## src/rtl/key_debounce.sv

```systemverilog
// Serial per-key debounce: each row_sync frame is snapshotted, then walked one
// key per clock against a per-key frame counter, sharing a single comparator.
module key_debounce #(
  parameter int NUM_KEYS        = 103,
  parameter int DEBOUNCE_FRAMES = 4,
  parameter int CNT_W           = 3
) (
  input  logic                clock,
  input  logic                reset,
  input  logic [NUM_KEYS:1]   key_raw,
  input  logic                row_sync,
  output logic [NUM_KEYS:1]   key_down,
  output logic                frame_done,
  output logic                changed,
  output logic                overrun
);

  // state | meaning
  // IDLE  | waiting for row_sync to capture a frame
  // WALK  | processing key idx_q this cycle
  // DONE  | frame_done strobe, changed reports the frame's change flag
  typedef enum logic [1:0] {IDLE, WALK, DONE} state_e;

  localparam int IDX_W = $clog2(NUM_KEYS + 1);
  localparam logic [IDX_W-1:0] LAST_IDX  = IDX_W'(NUM_KEYS);
  localparam logic [CNT_W-1:0] TERM_CNT  = CNT_W'(DEBOUNCE_FRAMES - 1);

  state_e                state_q, state_d;
  logic [IDX_W-1:0]      idx_q, idx_d;
  logic [NUM_KEYS:1]     snap_q, snap_d;
  logic [NUM_KEYS:1]     down_q, down_d;
  logic [CNT_W-1:0]      cnt_q [NUM_KEYS:1];
  logic [CNT_W-1:0]      cnt_d [NUM_KEYS:1];
  logic                  chg_q, chg_d;

  always_ff @(posedge clock) begin
    if (reset) begin
      state_q <= IDLE;
      idx_q   <= IDX_W'(1);
      snap_q  <= '0;
      down_q  <= '0;
      chg_q   <= 1'b0;
      for (int k = 1; k <= NUM_KEYS; k++) cnt_q[k] <= '0;
    end else begin
      state_q <= state_d;
      idx_q   <= idx_d;
      snap_q  <= snap_d;
      down_q  <= down_d;
      chg_q   <= chg_d;
      for (int k = 1; k <= NUM_KEYS; k++) cnt_q[k] <= cnt_d[k];
    end
  end

  always_comb begin
    state_d = state_q;
    idx_d   = idx_q;
    snap_d  = snap_q;
    down_d  = down_q;
    chg_d   = chg_q;
    for (int k = 1; k <= NUM_KEYS; k++) cnt_d[k] = cnt_q[k];

    case (state_q)
      IDLE: begin
        if (row_sync) begin
          snap_d  = key_raw;
          idx_d   = IDX_W'(1);
          chg_d   = 1'b0;
          state_d = WALK;
        end
      end
      WALK: begin
        // Counter saturates at the terminal count by flipping, so it never wraps.
        if (snap_q[idx_q] == down_q[idx_q]) begin
          cnt_d[idx_q] = '0;
        end else if (cnt_q[idx_q] == TERM_CNT) begin
          down_d[idx_q] = snap_q[idx_q];
          cnt_d[idx_q]  = '0;
          chg_d         = 1'b1;
        end else begin
          cnt_d[idx_q] = cnt_q[idx_q] + CNT_W'(1);
        end
        if (idx_q == LAST_IDX) state_d = DONE;
        else                   idx_d   = idx_q + IDX_W'(1);
      end
      DONE:    state_d = IDLE;
      default: state_d = IDLE;
    endcase
  end

  // Frames arriving outside IDLE (including the DONE->IDLE cycle) are dropped.
  assign overrun    = row_sync && (state_q != IDLE);
  assign frame_done = (state_q == DONE);
  assign changed    = frame_done && chg_q;
  assign key_down   = down_q;

endmodule

```

## config.mk

```make
export PLATFORM = sky130hd
export DESIGN_NAME = key_debounce
export DESIGN_NICKNAME = d
export VERILOG_FILES = /design/src/rtl/key_debounce.sv
export SDC_FILE = /design/constraint.sdc
export NUM_CORES = 2
export LEC_CHECK = 0
export BUFFER_PORTS_ARGS = -buffer_cell sky130_fd_sc_hd__buf_2
export CAP_MARGIN = 0
export CORE_ASPECT_RATIO = 1.75
export CORE_MARGIN = 8
export CORE_UTILIZATION = 40
export CTS_CLUSTER_DIAMETER = 40
export CTS_CLUSTER_SIZE = 28
export DETAILED_ROUTE_END_ITERATION = 12
export SLEW_MARGIN = 20
export SYNTH_ARGS = -nofsm -noshare
export SYNTH_HDL_FRONTEND = slang
export SYNTH_SLANG_ARGS = --single-unit
export TNS_END_PERCENT = 10
```

## constraint.sdc

```tcl
create_clock -name clock -period 4.22 [get_ports clock]
set_input_delay 0.633 -clock clock [delete_from_list [all_inputs] [get_ports clock]]
set_output_delay 0.633 -clock clock [all_outputs]
set_load 0.005 [all_outputs]
```

==> flow_summary.toml <==
[outcome]
status = "finished clean"

[worst_setup_path]
cp_cell_sequence = "buf_12 > mux4_2 > mux4_2 > mux4_2 > mux2_2 > ha_1 > ha_2 > or2_4 > buf_4 > o41ai_2"
cp_top_family = "multiplexers"
critPathBufInv = 2
crit_top_cell = "mux4_2"
crit_path_max_incr_delay_ns = 0.56
start_kind = "register"
end_kind = "register"
required_ns = 4.72
crit_type = "register to register"
critical_path_arrival_ns = 4.61
path_max_fanout = 32
crit_slowest_cell = "mux4_2"

[synthesis]
yosysTopAreaCell = "dfxtp_1"
postSynthCellCount = 2528
ys_top_cells_by_area = "dfxtp_1 41%, mux4_2 10%, nand3b_1 9.0%, o31ai_1 6.0%, o41ai_2 6.0%"
syn_nets = 2637
synth.top_cell.area_share_pct = 41.1
synth-edff-count = 0
ys.flop_type = "dfxtp_1"
synth_cell_types = 68
ys_ff_latch = 532
ys_seq_area_share_pct = 41.1
synthArstFlopShare_pct = 0
synth_area_sq_mm = 0.0259
avgSynthCellArea_sq_um = 10.3
yosys_warnings = 0

[clock_tree]
cts_tree = "built"
htreeDepth = 2
cts_sinks = 532
cts_root_buf = "clkbuf_16"
clk_pin_slew_ns = 0.08
cts-hold-fix-buffers = 0
clock_latency_ns = 0.60
cts_buffers = 46
clock_path_buffers = 3

[detailed_routing]
drcViolationCount = 0
wirelength_mm = 87.8
dr.pass1.iters = 6
viasPerCell = 6.37
first_iter_violations = 1895
wl_per_cell_um = 25.4
drtAntennaViolNets = 0
dr_total_vias = 22000

[global_route]
grt_use_total_pct = 22.8
grt_pass1_wl_mm = 135
grt_max_degree = 155
antenna_found_initial = 3
first_global_vias = 22300
overflow = 0

[power_and_ir_drop]
p_leak_nw = 10.3
pwr_density_cell_mw_per_mm2 = 361
clkPwrFrac_pct = 43.3
vdd_ir_drop_max_v = 0.000358
switchingPower_w = 0.00302
power_w = 0.0108
internal_power_w = 0.00774
p_seq_share_pct = 47.8
p_sw_share_pct = 28.1
p_comb_share_pct = 8.9

[timing]
fin_hold_ws_ns = 0.268
fin_crit_ns = 4.11
setup_violations = 0
slew_headroom_pct = 31.7
timing.fmax_mhz = 243
timing.final.crit_share_pct = 97.4
finClkSkew_ns = 0.0222
worst_pin_slew_ns = 1.02
slew_viol_final = 0
rsz0062_at_grt = "true"
hold_violations = 0

[floorplanning]
ios = 212
die_w_um = 209
start_util_pct = 40.4
core_area_sq_mm = 0.0642
num_rows = 123
fp.dieH_um = 353
dieArea_sq_mm = 0.0736

[layout]
areaGrowthSynthToFinish_pct = 15.0
antenna_cells = 0
drive_gt1_share_pct = 26.0
final_common_cell = "dfxtp_1"
mostFrequentLayoutCells = "527 x dfxtp_1, 347 x nand2_1, 312 x nand3b_1"
nFillCells = 5876
fin_cells = 3461
num-nets-final = 2721

[hold_path]
hold_path_class = "input port to register"

[place]
place_congestion = 0.923
place_hpwl_mm = 58.8
portBuffers = 211
dp.cells = 3367

[job]
maxCapViolCount = 0
tightest hold or removal path, stage by stage:
cell     delay [ns]
buf_2          0.09
nand2_1        0.04
a21oi_1        0.05
final cells by class:
| cell class | count | area, sq um | area share, % |
|---|---|---|---|
| Clock buffer | 47 | 1180 | 3.94 |
| Multi-Input combinational cell | 1688 | 14000 | 46.8 |
| Inverter | 7 | 26.3 | 0.0881 |
| Tap cell | 812 | 1020 | 3.41 |
| Clock inverter | 38 | 475 | 1.59 |
| Sequential cell | 532 | 10700 | 35.8 |
| Timing Repair Buffer | 337 | 2500 | 8.40 |
kinds of logic (layout without fill, tap and decap cells):
family	after synthesis	in the layout	share of synthesized area, %
flops	532	532	41.1
compound gates	692	692	23.0
buf+inv	308	429	5.60
xor+xnor	6	6	0.275
mux	159	159	12.0
simple gates	828	828	17.9
fa+ha+maj	3	3	0.145
power by group through the flow:
| stage | logic (W) | registers [W] | clock network (W) |
|---|---|---|---|
| after floorplan | 0.000681 | 0.00522 | 0 |
| after global placement | 0.000921 | 0.00526 | 0 |
| after detailed placement | 0.000933 | 0.00526 | 0 |
| after CTS | 0.000943 | 0.00514 | 0.00474 |
| after global routing | 0.00102 | 0.00515 | 0.00493 |
| final | 0.000962 | 0.00514 | 0.00466 |
flip-flops by register name, indices dropped and copies added, names as in the netlist, named ones only:
signal / flops
state_q: 2
key_down: 103
snap_q: 103
cnt_q: 309
chg_q: 1
idx_q: 7
final timing paths:
kind	cells after the start	endpoint	slack (ns)	startpoint
worst max register to register	10	cnt_q[34][0]	0.11	register
worst min-delay path	3	snap_q[101]	0.27	key_raw[101]
worst max-delay path	10	cnt_q[34][0]	0.11	register
worst min register to register	2	snap_q[72]	0.45	snap_q[72]
through the flow:
stage / instance area, sq um / TNS, ns / utilization [%] / worst slack [ns]
floorplan: 26000 / -0.620 / - / -0.0159
global placement: 28100 / 0 / 43.7 / 0.0360
detailed placement: 28100 / -0.00509 / 43.7 / -0.00509
CTS: 29700 / 0 / 46.3 / 0.0145
global route: 29800 / -0.118 / 46.5 / -0.0267
finish: 29800 / 0 / 46.5 / 0.108
layer usage:
| layer | part of all wire, % | GRT usage (%) |
|---|---|---|
| met1 | 37 | 25.1 |
| met3 | 5.3 | 3.42 |
| met4 | 6.1 | 13.7 |
| met5 | 0 | 0 |
| met2 | 52 | 41.0 |
synth_stat cells, types with 4 or more instances:
| cell | number |
|---|---|
| or3_1 | 10 |
| dfxtp_1 | 532 |
| buf_1 | 12 |
| inv_1 | 6 |
| nor3_1 | 10 |
| a221oi_1 | 14 |
| buf_4 | 20 |
| a21oi_1 | 127 |
| clkbuf_1 | 192 |
| o41ai_1 | 5 |
| a41oi_1 | 95 |
| and3_1 | 7 |
| nand3_1 | 15 |
| o22ai_1 | 9 |
| a311oi_1 | 77 |
| o31ai_1 | 209 |
| nor2b_1 | 15 |
| nor2_1 | 44 |
| nand4_1 | 9 |
| nand3b_1 | 312 |
| and2_1 | 8 |
| nand2b_1 | 16 |
| a211oi_1 | 20 |
| o21ai_1 | 4 |
| mux4_2 | 120 |
| a22oi_1 | 5 |
| buf_2 | 57 |
| o21ai_0 | 7 |
| o41ai_2 | 96 |
| nand2_1 | 348 |
| or3b_2 | 8 |
| nor4_1 | 6 |
| and3b_1 | 4 |
| buf_6 | 20 |
| mux2_2 | 9 |
| mux2i_1 | 30 |
repair_timing:
action	CTS	global route
pin swaps	0	4
setup buffers	1	7
setup endpoints to repair	19	129
gates resized for setup	0	3
gates cloned	0	1
Note: power is estimated with default switching activity, not from simulation.
